File: src/rtl/mips_ctrl_pkg.sv
// Shared constants for the multicycle MIPS control FSM: opcodes, state codes,
// datapath mux encodings and the per-state strobe bundle.
package mips_ctrl_pkg;

    localparam int unsigned OPC_W = 6;
    localparam int unsigned ST_W  = 4;

    localparam logic [OPC_W-1:0] OP_RTYPE = 6'b000000;
    localparam logic [OPC_W-1:0] OP_LW    = 6'b100011;
    localparam logic [OPC_W-1:0] OP_SW    = 6'b101011;
    localparam logic [OPC_W-1:0] OP_BEQ   = 6'b000100;
    localparam logic [OPC_W-1:0] OP_ADDI  = 6'b001000;
    localparam logic [OPC_W-1:0] OP_J     = 6'b000010;

    localparam logic [ST_W-1:0] ST_IDLE   = 4'd0;
    localparam logic [ST_W-1:0] ST_FETCH  = 4'd1;
    localparam logic [ST_W-1:0] ST_DECODE = 4'd2;
    localparam logic [ST_W-1:0] ST_MEMADR = 4'd3;
    localparam logic [ST_W-1:0] ST_MEMRD  = 4'd4;
    localparam logic [ST_W-1:0] ST_MEMWB  = 4'd5;
    localparam logic [ST_W-1:0] ST_MEMWR  = 4'd6;
    localparam logic [ST_W-1:0] ST_EXEC   = 4'd7;
    localparam logic [ST_W-1:0] ST_RWB    = 4'd8;
    localparam logic [ST_W-1:0] ST_BRANCH = 4'd9;
    localparam logic [ST_W-1:0] ST_JUMP   = 4'd10;
    localparam logic [ST_W-1:0] ST_ADDIEX = 4'd11;
    localparam logic [ST_W-1:0] ST_ADDIWB = 4'd12;
    localparam logic [ST_W-1:0] ST_TRAP   = 4'd13;

    localparam logic [1:0] ALU_OP_ADD   = 2'b00;
    localparam logic [1:0] ALU_OP_SUB   = 2'b01;
    localparam logic [1:0] ALU_OP_FUNCT = 2'b10;

    localparam logic [1:0] SRCB_RT      = 2'b00;
    localparam logic [1:0] SRCB_FOUR    = 2'b01;
    localparam logic [1:0] SRCB_IMM     = 2'b10;
    localparam logic [1:0] SRCB_IMM_SH2 = 2'b11;

    localparam logic [1:0] PCSRC_ALU    = 2'b00;
    localparam logic [1:0] PCSRC_ALUOUT = 2'b01;
    localparam logic [1:0] PCSRC_JUMP   = 2'b10;

    typedef struct packed {
        logic       pc_write;
        logic       pc_write_cond;
        logic       iord;
        logic       mem_read;
        logic       mem_write;
        logic       ir_write;
        logic       mem_to_reg;
        logic       reg_dst;
        logic       reg_write;
        logic       alu_src_a;
        logic [1:0] alu_src_b;
        logic [1:0] alu_op;
        logic [1:0] pc_source;
        logic       illegal;
    } ctrl_t;

endpackage

File: src/rtl/multicycle_control_if.sv
// Control <-> datapath bundle: instruction opcode and memory handshake in,
// per-state datapath strobes and the retired-instruction count out.
interface multicycle_control_if #(
    parameter int unsigned ALU_OP_W = 2,
    parameter int unsigned CNT_W    = 32
);
    logic [5:0]          opcode;
    logic                mem_ready;
    logic                pc_write;
    logic                pc_write_cond;
    logic                iord;
    logic                mem_read;
    logic                mem_write;
    logic                ir_write;
    logic                mem_to_reg;
    logic                reg_dst;
    logic                reg_write;
    logic                alu_src_a;
    logic [1:0]          alu_src_b;
    logic [ALU_OP_W-1:0] alu_op;
    logic [1:0]          pc_source;
    logic                illegal;
    logic [CNT_W-1:0]    retired;

    modport master (
        input  opcode, mem_ready,
        output pc_write, pc_write_cond, iord, mem_read, mem_write, ir_write,
               mem_to_reg, reg_dst, reg_write, alu_src_a, alu_src_b, alu_op,
               pc_source, illegal, retired
    );

    modport slave (
        output opcode, mem_ready,
        input  pc_write, pc_write_cond, iord, mem_read, mem_write, ir_write,
               mem_to_reg, reg_dst, reg_write, alu_src_a, alu_src_b, alu_op,
               pc_source, illegal, retired
    );
endinterface

File: src/rtl/mc_ctrl_decode.sv
// Moore strobe decoder: maps the control state to datapath strobes; fetch_done
// only qualifies the FETCH-state IR/PC load.
module mc_ctrl_decode
    import mips_ctrl_pkg::*;
(
    input  logic [ST_W-1:0] state,
    input  logic            fetch_done,
    output ctrl_t           ctrl
);

    always_comb begin
        ctrl = '0;
        case (state)
            ST_FETCH: begin
                ctrl.mem_read  = 1'b1;
                ctrl.alu_src_b = SRCB_FOUR;
                ctrl.alu_op    = ALU_OP_ADD;
                ctrl.pc_source = PCSRC_ALU;
                ctrl.ir_write  = fetch_done;
                ctrl.pc_write  = fetch_done;
            end
            // branch target computed speculatively while the opcode resolves
            ST_DECODE: begin
                ctrl.alu_src_b = SRCB_IMM_SH2;
                ctrl.alu_op    = ALU_OP_ADD;
            end
            ST_MEMADR, ST_ADDIEX: begin
                ctrl.alu_src_a = 1'b1;
                ctrl.alu_src_b = SRCB_IMM;
                ctrl.alu_op    = ALU_OP_ADD;
            end
            ST_MEMRD: begin
                ctrl.mem_read = 1'b1;
                ctrl.iord     = 1'b1;
            end
            ST_MEMWB: begin
                ctrl.reg_write  = 1'b1;
                ctrl.mem_to_reg = 1'b1;
            end
            ST_MEMWR: begin
                ctrl.mem_write = 1'b1;
                ctrl.iord      = 1'b1;
            end
            ST_EXEC: begin
                ctrl.alu_src_a = 1'b1;
                ctrl.alu_src_b = SRCB_RT;
                ctrl.alu_op    = ALU_OP_FUNCT;
            end
            ST_RWB: begin
                ctrl.reg_write = 1'b1;
                ctrl.reg_dst   = 1'b1;
            end
            ST_BRANCH: begin
                ctrl.alu_src_a     = 1'b1;
                ctrl.alu_src_b     = SRCB_RT;
                ctrl.alu_op        = ALU_OP_SUB;
                ctrl.pc_write_cond = 1'b1;
                ctrl.pc_source     = PCSRC_ALUOUT;
            end
            ST_ADDIWB: begin
                ctrl.reg_write = 1'b1;
            end
            ST_JUMP: begin
                ctrl.pc_write  = 1'b1;
                ctrl.pc_source = PCSRC_JUMP;
            end
            ST_TRAP: begin
                ctrl.illegal = 1'b1;
            end
            default: ctrl = '0;
        endcase
    end

endmodule

File: src/rtl/multicycle_control.sv
// Multicycle MIPS main control: state register, opcode-driven sequencing,
// memory wait handling and retired-instruction counter.
module multicycle_control
    import mips_ctrl_pkg::*;
#(
    parameter int unsigned ALU_OP_W    = 2,
    parameter int unsigned MEM_WAIT_EN = 1,
    parameter int unsigned CNT_W       = 32
) (
    input  logic                 clk,
    input  logic                 rst_n,
    multicycle_control_if.master bus
);

    logic [ST_W-1:0]  state;
    logic [ST_W-1:0]  state_nxt;
    logic             retire;
    logic             mem_ok;
    logic [CNT_W-1:0] retired_q;
    ctrl_t            ctrl;

    // without wait states every memory access completes in its first cycle
    assign mem_ok = (MEM_WAIT_EN == 0) ? 1'b1 : bus.mem_ready;

    always_ff @(posedge clk or negedge rst_n) begin
        if (!rst_n) begin
            state <= ST_IDLE;
        end else begin
            state <= state_nxt;
        end
    end

    // unknown or unsupported opcodes fall through to TRAP via the default arm
    always_comb begin
        state_nxt = state;
        retire    = 1'b0;
        case (state)
            ST_IDLE:   state_nxt = ST_FETCH;
            ST_FETCH:  if (mem_ok) state_nxt = ST_DECODE;
            ST_DECODE: begin
                case (bus.opcode)
                    OP_LW, OP_SW: state_nxt = ST_MEMADR;
                    OP_RTYPE:     state_nxt = ST_EXEC;
                    OP_BEQ:       state_nxt = ST_BRANCH;
                    OP_ADDI:      state_nxt = ST_ADDIEX;
                    OP_J:         state_nxt = ST_JUMP;
                    default:      state_nxt = ST_TRAP;
                endcase
            end
            ST_MEMADR: state_nxt = (bus.opcode == OP_SW) ? ST_MEMWR : ST_MEMRD;
            ST_MEMRD:  if (mem_ok) state_nxt = ST_MEMWB;
            ST_MEMWR: begin
                if (mem_ok) begin
                    state_nxt = ST_FETCH;
                    retire    = 1'b1;
                end
            end
            ST_EXEC:   state_nxt = ST_RWB;
            ST_ADDIEX: state_nxt = ST_ADDIWB;
            ST_MEMWB, ST_RWB, ST_BRANCH, ST_ADDIWB, ST_JUMP: begin
                state_nxt = ST_FETCH;
                retire    = 1'b1;
            end
            ST_TRAP:   state_nxt = ST_FETCH;
            default:   state_nxt = ST_IDLE;
        endcase
    end

    always_ff @(posedge clk or negedge rst_n) begin
        if (!rst_n) begin
            retired_q <= '0;
        end else if (retire) begin
            retired_q <= retired_q + CNT_W'(1);
        end
    end

    mc_ctrl_decode u_decode (
        .state      (state),
        .fetch_done (mem_ok),
        .ctrl       (ctrl)
    );

    assign bus.pc_write      = ctrl.pc_write;
    assign bus.pc_write_cond = ctrl.pc_write_cond;
    assign bus.iord          = ctrl.iord;
    assign bus.mem_read      = ctrl.mem_read;
    assign bus.mem_write     = ctrl.mem_write;
    assign bus.ir_write      = ctrl.ir_write;
    assign bus.mem_to_reg    = ctrl.mem_to_reg;
    assign bus.reg_dst       = ctrl.reg_dst;
    assign bus.reg_write     = ctrl.reg_write;
    assign bus.alu_src_a     = ctrl.alu_src_a;
    assign bus.alu_src_b     = ctrl.alu_src_b;
    assign bus.alu_op        = ALU_OP_W'(ctrl.alu_op);
    assign bus.pc_source     = ctrl.pc_source;
    assign bus.illegal       = ctrl.illegal;
    assign bus.retired       = retired_q;

endmodule

File: src/flat_wrapper.sv
// flat-port wrapper written by rule: the top's interface ports become plain ports
module multicycle_control_flat import mips_ctrl_pkg::*;
#(
    parameter int unsigned ALU_OP_W    = 2,
    parameter int unsigned MEM_WAIT_EN = 1,
    parameter int unsigned CNT_W       = 32
)
  (clk, rst_n, bus_opcode, bus_mem_ready, bus_pc_write, bus_pc_write_cond, bus_iord, bus_mem_read, bus_mem_write, bus_ir_write, bus_mem_to_reg, bus_reg_dst, bus_reg_write, bus_alu_src_a, bus_alu_src_b, bus_alu_op, bus_pc_source, bus_illegal, bus_retired);
  multicycle_control_if #(.ALU_OP_W(ALU_OP_W), .CNT_W(CNT_W)) bus_i ();
  input  logic clk;
  input  logic rst_n;
  input wire logic [$bits(bus_i.opcode)-1:0] bus_opcode;
  input wire logic [$bits(bus_i.mem_ready)-1:0] bus_mem_ready;
  output wire logic [$bits(bus_i.pc_write)-1:0] bus_pc_write;
  output wire logic [$bits(bus_i.pc_write_cond)-1:0] bus_pc_write_cond;
  output wire logic [$bits(bus_i.iord)-1:0] bus_iord;
  output wire logic [$bits(bus_i.mem_read)-1:0] bus_mem_read;
  output wire logic [$bits(bus_i.mem_write)-1:0] bus_mem_write;
  output wire logic [$bits(bus_i.ir_write)-1:0] bus_ir_write;
  output wire logic [$bits(bus_i.mem_to_reg)-1:0] bus_mem_to_reg;
  output wire logic [$bits(bus_i.reg_dst)-1:0] bus_reg_dst;
  output wire logic [$bits(bus_i.reg_write)-1:0] bus_reg_write;
  output wire logic [$bits(bus_i.alu_src_a)-1:0] bus_alu_src_a;
  output wire logic [$bits(bus_i.alu_src_b)-1:0] bus_alu_src_b;
  output wire logic [$bits(bus_i.alu_op)-1:0] bus_alu_op;
  output wire logic [$bits(bus_i.pc_source)-1:0] bus_pc_source;
  output wire logic [$bits(bus_i.illegal)-1:0] bus_illegal;
  output wire logic [$bits(bus_i.retired)-1:0] bus_retired;
  assign bus_i.opcode = bus_opcode;
  assign bus_i.mem_ready = bus_mem_ready;
  assign bus_pc_write = bus_i.pc_write;
  assign bus_pc_write_cond = bus_i.pc_write_cond;
  assign bus_iord = bus_i.iord;
  assign bus_mem_read = bus_i.mem_read;
  assign bus_mem_write = bus_i.mem_write;
  assign bus_ir_write = bus_i.ir_write;
  assign bus_mem_to_reg = bus_i.mem_to_reg;
  assign bus_reg_dst = bus_i.reg_dst;
  assign bus_reg_write = bus_i.reg_write;
  assign bus_alu_src_a = bus_i.alu_src_a;
  assign bus_alu_src_b = bus_i.alu_src_b;
  assign bus_alu_op = bus_i.alu_op;
  assign bus_pc_source = bus_i.pc_source;
  assign bus_illegal = bus_i.illegal;
  assign bus_retired = bus_i.retired;
  multicycle_control #(.ALU_OP_W(ALU_OP_W), .MEM_WAIT_EN(MEM_WAIT_EN), .CNT_W(CNT_W)) u_core (.clk(clk), .rst_n(rst_n), .bus(bus_i));
endmodule
File: config.mk
export PLATFORM = sky130hd
export DESIGN_NAME = multicycle_control_flat
export DESIGN_NICKNAME = d
export VERILOG_FILES = /design/src/rtl/mips_ctrl_pkg.sv /design/src/rtl/multicycle_control_if.sv /design/src/rtl/mc_ctrl_decode.sv /design/src/rtl/multicycle_control.sv /design/src/flat_wrapper.sv
export SDC_FILE = /design/constraint.sdc
export NUM_CORES = 1
export LEC_CHECK = 0
export BUFFER_PORTS_ARGS = -buffer_cell sky130_fd_sc_hd__buf_2
export CORE_MARGIN = 2
export CORE_UTILIZATION = 54
export CTS_BUF_LIST = sky130_fd_sc_hd__clkbuf_4
export DETAILED_ROUTE_END_ITERATION = 8
export PLACE_DENSITY = 0.82
export SYNTH_ARGS = -nofsm -noshare
export SYNTH_HDL_FRONTEND = slang
export SYNTH_HIERARCHICAL = 1
export SYNTH_SLANG_ARGS = --single-unit
File: constraint.sdc
create_clock -name clk -period 2.55 [get_ports clk]
set_input_delay 0 -clock clk [delete_from_list [all_inputs] [get_ports clk]]
set_output_delay 0 -clock clk [all_outputs]
set_load 0.01 [all_outputs]
==> flow_summary_export.csv, run 1 <==
group,metric,value,unit
global_routing,grt.overflow.total,0,
route,postRouteWirelength,4295,µm
yosys,synth_simple_gate_area_frac,0.3007,
clocking,cts.sink_count,36,
die,die_width,65.95,µm
die,initial_core_util,0.5617,
route,drt_pass1_iterations,5,
critical_path,nature_of_the_critical_path_endpoint,"flip-flop",
route,dr_total_vias,1791,
layout,final-seq-area,900.9,µm²
yosys,synth.ff_latch_count,36,
run,cap_violations,0,
worst_hold_path,worst_hold_path_type,"in -> reg",
sta,fin_worst_skew,0.009143,ns
placed_design,finalWeightedCongestion,0.7776,
power,internal_power,1196,µW
sta,slew_viol_final,0,
clocking,clock_latency,0.34,ns
clocking,cts-buffers-inserted,5,
clocking,cts.htree.levels,2,
yosys,synthDominantCellAreaShare,0.4348,
critical_path,timing.critical_path.required,2.79,ns
global_routing,grt_max_degree,37,
yosys,yosys_warnings,6,
status,outcome,"finished, final reports clean",
die,floorplan.rows,22,
global_routing,antenna_found_initial,0,
route,detail_route.iter0.violations,91,
power,total_power,1963,µW
yosys,yosys.cell_types.count,43,
clocking,cts_tree,"built",
layout,finalNetCount,281,
power,power_density,796.2,nW/µm²
power,pwr-share-clk,0.198,
critical_path,crit_path_start_kind,"flip-flop",
yosys,synthMuxAreaShare,0,
clocking,cts_hold_repair.buffers,1,
yosys,yosys-top-cells-area,"sky130_fd_sc_hd__dfrtp_1, sky130_fd_sc_hd__xnor2_1, sky130_fd_sc_hd__xor2_1",
yosys,yosys_most_used_dff,"sky130_fd_sc_hd__dfrtp_1",
global_routing,gr-usage-all-layers,0.2209,
die,design.portCount,58,
sta,period_share,0.8146,
layout,fill_cells,329,
yosys,syn-cell-area,2072,µm²
sta,worstMarginPinSlew,0.7803,ns
critical_path,worst_setup_path_category,"reg -> reg",
power,peakVddDrop,0.3791,mV
layout,antenna_cells_inserted,0,
die,die_y,65.95,µm
sta,period_needed,2.077,ns
yosys,postSynth.asyncResetShare,1.000,
power,power.combinational.fraction,0.430,
die,placeableCoreArea,3689,µm²
yosys,synth_adder_area_share,0.006039,
sta,grt_setup_unrepaired,"no",
critical_path,timing.critical_path.arrival,2.32,ns
sta,max-slew-margin-rel,0.4798,
yosys,synth_largest_area_cell,"sky130_fd_sc_hd__dfrtp_1",
clocking,cts_root_buf,"sky130_fd_sc_hd__clkbuf_4",
yosys,avgSynthCellArea,9.774,µm²
yosys,yosys.area_share.xor_xnor,0.1353,
route,wire_per_inst,13.42,µm
route,ant_nets,0,
yosys,synthesis.instances,212,
yosys,yosysMostFrequentCell,"sky130_fd_sc_hd__dfrtp_1",
yosys,ys_seq_area_frac,0.4348,
die,die_area,4349,µm²
yosys,synthesis.nets,222,
critical_path,timing.critical_path.fanout_max,12,
yosys,synth-compound-area-share,0.08877,
power,static-leakage-power,0.001100,µW
clocking,clockBufferDepth,2,
yosys,post_synth_most_frequent_cells,"sky130_fd_sc_hd__dfrtp_1, sky130_fd_sc_hd__xnor2_1, sky130_fd_sc_hd__nand3_1, sky130_fd_sc_hd__nor2_1, sky130_fd_sc_hd__nand2_1",
layout,drive_gt1_frac,0.2868,
placed_design,place.detailed.hpwl,3108,µm
sta,setup_viol,0,
clocking,post_cts_buffers,0,
placed_design,portBuffers,57,
sta,tns,0,ns
yosys,synth_top_family_by_area,"simple AND/OR/NAND/NOR gates",
layout,multi_input_area,1100,µm²
route,via_per_inst,5.597,
route,remaining_drc_errors,0,
global_routing,global_route_wire_length_before_repair,7410,µm
clocking,post_cts_resized,0,
yosys,synth_enable_flop_cells,0,
global_routing,grt_pass1_vias,1651,
sta,final-hold-violation-count,0,
layout,area_growth_syn_to_fin,18.96,%
power,p_switching,766.8,µW
sta,maximum_clock_frequency,481.4,MHz
power,switching_share,0.3907,
power,p_seq_frac,0.372,
clocking,worst_setup_hold_path_clk_slew,0.11,ns
critical path, stage by stage (launching register included):
cell and delay [ns]:
sky130_fd_sc_hd__dfrtp_1 0.47, sky130_fd_sc_hd__and3b_1 0.20, sky130_fd_sc_hd__o21ai_0 0.40, sky130_fd_sc_hd__and2_1 0.49, sky130_fd_sc_hd__and4bb_2 0.29, sky130_fd_sc_hd__xor2_1 0.13
layout by cell type, fill, tap and decap left out, types with 2 or more instances in the layout:
cell type / netlist / routed
sky130_fd_sc_hd__nor2_1: 18 / 18
sky130_fd_sc_hd__nor2b_1: 3 / 3
sky130_fd_sc_hd__clkinv_1: 0 / 2
sky130_fd_sc_hd__o21ai_0: 6 / 6
sky130_fd_sc_hd__or3_1: 2 / 2
sky130_fd_sc_hd__nand4_1: 9 / 9
sky130_fd_sc_hd__nor3_1: 8 / 8
sky130_fd_sc_hd__and2_1: 2 / 2
sky130_fd_sc_hd__clkbuf_4: 0 / 5
sky130_fd_sc_hd__or4_1: 2 / 2
sky130_fd_sc_hd__dfrtp_1: 36 / 36
sky130_fd_sc_hd__nor4_2: 2 / 2
sky130_fd_sc_hd__and3_1: 3 / 3
sky130_fd_sc_hd__buf_2: 3 / 57
sky130_fd_sc_hd__nand2b_4: 3 / 3
sky130_fd_sc_hd__a21boi_0: 2 / 2
sky130_fd_sc_hd__xnor2_1: 21 / 21
sky130_fd_sc_hd__a2111oi_0: 2 / 2
sky130_fd_sc_hd__buf_4: 3 / 4
sky130_fd_sc_hd__nand3b_1: 2 / 2
sky130_fd_sc_hd__a21oi_1: 11 / 11
sky130_fd_sc_hd__nand2_1: 17 / 17
sky130_fd_sc_hd__and4_1: 3 / 3
sky130_fd_sc_hd__xor2_1: 11 / 11
sky130_fd_sc_hd__nand3_1: 19 / 19
sky130_fd_sc_hd__nand2b_1: 3 / 3
per-stage QoR:
step | hold WS [ns] | setup WS [ns] | util | cell area, µm² | instances
5_1_grt | 0.1220 | 0.2704 | 0.6683 | 2465 | 320
4_1_cts | 0.1009 | 0.4704 | 0.6683 | 2465 | 320
3_3_place_gp | 0.1205 | 0.5366 | 0.6452 | 2380 | 311
2_1_floorplan | -0.2956 | 0.6634 | - | 2072 | 212
6_report | 0.1110 | 0.4728 | 0.6683 | 2465 | 320
3_5_place_dp | 0.1191 | 0.4675 | 0.6452 | 2380 | 311
area by class of cell:
cell class	instances	area share
Clock buffer	5	0.01523
Clock inverter	3	0.01523
Inverter	1	0.001523
Multi-Input combinational cell	165	0.4462
Sequential cell	36	0.3655
Tap cell	48	0.02437
Timing Repair Buffer	62	0.1320
per-layer routing:
layer / GRT usage / up-vias / wire [µm]
met3: 0.05111 / 6 / 267
met5: 0 / - / 0
li1: - / 874 / -
met4: 0.07398 / 0 / 57
met2: 0.3535 / 57 / 2004
met1: 0.2967 / 854 / 1965
worst paths after layout:
path	start	endpoint	slack (ns)	cells after the start
min	bus_opcode[4]	u_core/state[2]	0.11	4
max in group asynchronous	rst_n	u_core/state[2]	1.78	2
min reg2reg	u_core/bus.retired[31]	u_core/bus.retired[31]	0.49	1
max reg2reg	u_core/state[1]	u_core/bus.retired[31]	0.47	5
max	u_core/state[1]	u_core/bus.retired[31]	0.47	5
min in group asynchronous	rst_n	u_core/bus.retired[22]	0.26	2
logic make-up (layout without fill, tap and decap cells):
| logic type | after synthesis | count (layout) |
|---|---|---|
| buffers and inverters | 11 | 71 |
| adders and majority gates | 1 | 1 |
| and+or+nand+nor | 104 | 104 |
| xor gates and xnor gates | 32 | 32 |
| AOI/OAI and AO/OA | 28 | 28 |
| DFF | 36 | 36 |
sequential cells by signal (all words and copies together) (netlist names):
signal and flops:
u_core/bus.retired 32, u_core/state 4
power by group through the flow:
stage / logic, µW / clock network (µW) / registers (µW)
after floorplan: 617 / 0 / 744
after global placement: 827 / 0 / 732
after detailed placement: 843 / 0 / 741
after CTS: 847 / 397 / 730
after global routing: 941 / 424 / 743
final: 844 / 389 / 730
No activity file was read; power rests on OpenSTA's default activity.
==> run 2: changes to the inputs <==
- CORE_UTILIZATION: 54 -> 49
- PLACE_DENSITY: 0.82 -> 0.79
- clock period: 2.55 -> 1.83 ns (I/O delays scaled with it)
==> run 2 against run 1 <==
  * First-iteration DRC count shrank 24%
  * Core utilization shrank 0.055 points
  * Final cell count up 9.4%
  * Clock power increased by 13%
  * Die area grew 9.6%
==> flow_summary_export.csv, run 2 (same netlist as run 1, synthesis figures left out) <==
group,metric,value,unit
die,die_y,69.03,µm
route,detail_route.iter0.violations,69,
sta,setup_viol,0,
sta,final-hold-violation-count,0,
route,remaining_drc_errors,0,
sta,grt_setup_unrepaired,"yes",
global_routing,grt_max_degree,37,
placed_design,dp_slack,-0.02486,ns
worst_hold_path,worst_hold_path_type,"in -> reg",
placed_design,dp.cells,340,
route,postRouteWirelength,4626,µm
layout,finish.cell_count_without_fillers,350,
route,via_per_inst,5.423,
critical_path,worst_setup_path_category,"reg -> reg",
sta,period_needed,1.770,ns
die,initial_core_util,0.5143,
route,drt_pass1_iterations,4,
route,wire_per_inst,13.22,µm
clocking,cts.sink_count,36,
sta,slew_viol_final,0,
layout,largest_register_ff_count,32,
critical_path,timing.critical_path.required,2.06,ns
route,dr_total_vias,1898,
sta,period_share,0.9674,
sta,fin_worst_skew,0.01875,ns
critical_path,nature_of_the_critical_path_endpoint,"flip-flop",
clocking,cts-buffers-inserted,5,
sta,worstMarginPinSlew,0.7672,ns
critical_path,timing.critical_path.arrival,2.00,ns
clocking,worst_setup_hold_path_clk_slew,0.12,ns
sta,post_route_worst_setup_slack,0.05970,ns
layout,area_growth_syn_to_fin,29.83,%
global_routing,grt.overflow.total,0,
power,peakVddDrop,0.5361,mV
sta,max-slew-margin-rel,0.4885,
placed_design,finalWeightedCongestion,0.7787,
critical_path,timing.reg2reg.setup_slack,0.06,ns
clocking,clock_latency,0.35,ns
layout,antenna_cells_inserted,0,
global_routing,antenna_found_initial,0,
power,static-leakage-power,0.001227,µW
clocking,cts_root_buf,"sky130_fd_sc_hd__clkbuf_4",
layout,finalNetCount,309,
layout,layout_common_cells,"sky130_fd_sc_hd__buf_2, sky130_fd_sc_hd__buf_4, sky130_fd_sc_hd__dfrtp_1",
die,die_width,69.03,µm
global_routing,grt_pass1_vias,1802,
global_routing,gr-usage-all-layers,0.2073,
placed_design,postPlaceCellArea,2600,µm²
route,ant_nets,0,
power,power_density,1040,nW/µm²
layout,stdcell_area,2690,µm²
placed_design,place.detailed.hpwl,3483,µm
sta,fin_hold_ws,0.09428,ns
clocking,cts.htree.levels,2,
sta,maximum_clock_frequency,564.9,MHz
placed_design,portBuffers,57,
die,floorplan.rows,23,
clocking,clockBufferDepth,2,
die,die_area,4764,µm²
layout,drive_gt1_frac,0.3933,
sta,tns,0,ns
die,design.portCount,58,
layout,final_common_cell,"sky130_fd_sc_hd__buf_2",
clocking,cts_tree,"built",
critical_path,crit_path_start_kind,"flip-flop",
critical_path,timing.critical_path.fanout_max,4,
die,placeableCoreArea,4029,µm²
run,cap_violations,0,
global_routing,global_route_wire_length_before_repair,8079,µm
status,outcome,"finished, final reports clean",
layout,fill_cells,334,
-- run 2: cell types whose count changed in the layout (fill, tap and decap cells not counted), sizes merged --
cell,delta
clkinv,-1
clkbuf,+2
bufinv,-1
buf,+28
-- run 2: layout make-up --
| type | instances | area [µm²] | area share |
|---|---|---|---|
| multi-input cells | 165 | 1125 | 0.4181 |
| flip-flops and latches | 36 | 905.9 | 0.3367 |
| repair buffers | 90 | 535.5 | 0.1991 |
| well taps | 50 | 62.56 | 0.02326 |
| clock buffers | 7 | 52.55 | 0.01953 |
| clock inverters | 1 | 5.005 | 0.001860 |
| inverters | 1 | 3.754 | 0.001395 |
-- run 2: through the flow --
step,total power [µW],util
2_1_floorplan,1897,-
3_3_place_gp,2321,0.6453
3_5_place_dp,2353,0.6453
4_1_cts,2792,0.6630
5_1_grt,3016,0.6677
6_report,2797,0.6677
-- run 2: timing repair --
action | in CTS | in global routing
endpoints found under the hold margin | 36 | 0
endpoints found under the setup margin | 3 | 15
gates resized for setup | 1 | 3
setup buffers | 0 | 1
hold buffers | 1 | 0
-- run 2: path summary, 6_finish.rpt --
check,from,to,cells after the start
max in group asynchronous,rst_n,u_core/bus.retired[16],2
min in group asynchronous,rst_n,u_core/bus.retired[8],2
hold / removal,bus_mem_ready,u_core/state[0],4
setup / recovery,u_core/bus.retired[1],u_core/bus.retired[20],6
setup reg to reg,u_core/bus.retired[1],u_core/bus.retired[20],6
hold reg to reg,u_core/bus.retired[31],u_core/bus.retired[31],1
-- run 2: critical path: stages, from the launching register on --
cell and delay [ns]:
sky130_fd_sc_hd__dfrtp_1 0.42, sky130_fd_sc_hd__ha_1 0.20, sky130_fd_sc_hd__nand3_1 0.10, sky130_fd_sc_hd__or3_1 0.39, sky130_fd_sc_hd__a21oi_2 0.25, sky130_fd_sc_hd__nand4_1 0.15
sky130_fd_sc_hd__xnor2_1 0.14
-- run 2: where the power goes --
group	switching, µW	total, µW	internal, µW
sequential	79.4	971	892
clock	258	438	179
combinational	760	1390	629
-- run 2: layer usage --
metal  vias up  routed length (µm)  share of wire  global-route usage
met5         -                   0              0                   0
met4         0                  65          0.014             0.06972
met3         5                 234          0.051             0.05117
met2        53                2210           0.48              0.3376
met1       907                2115           0.46              0.2707
li1        933                   -              -                   -
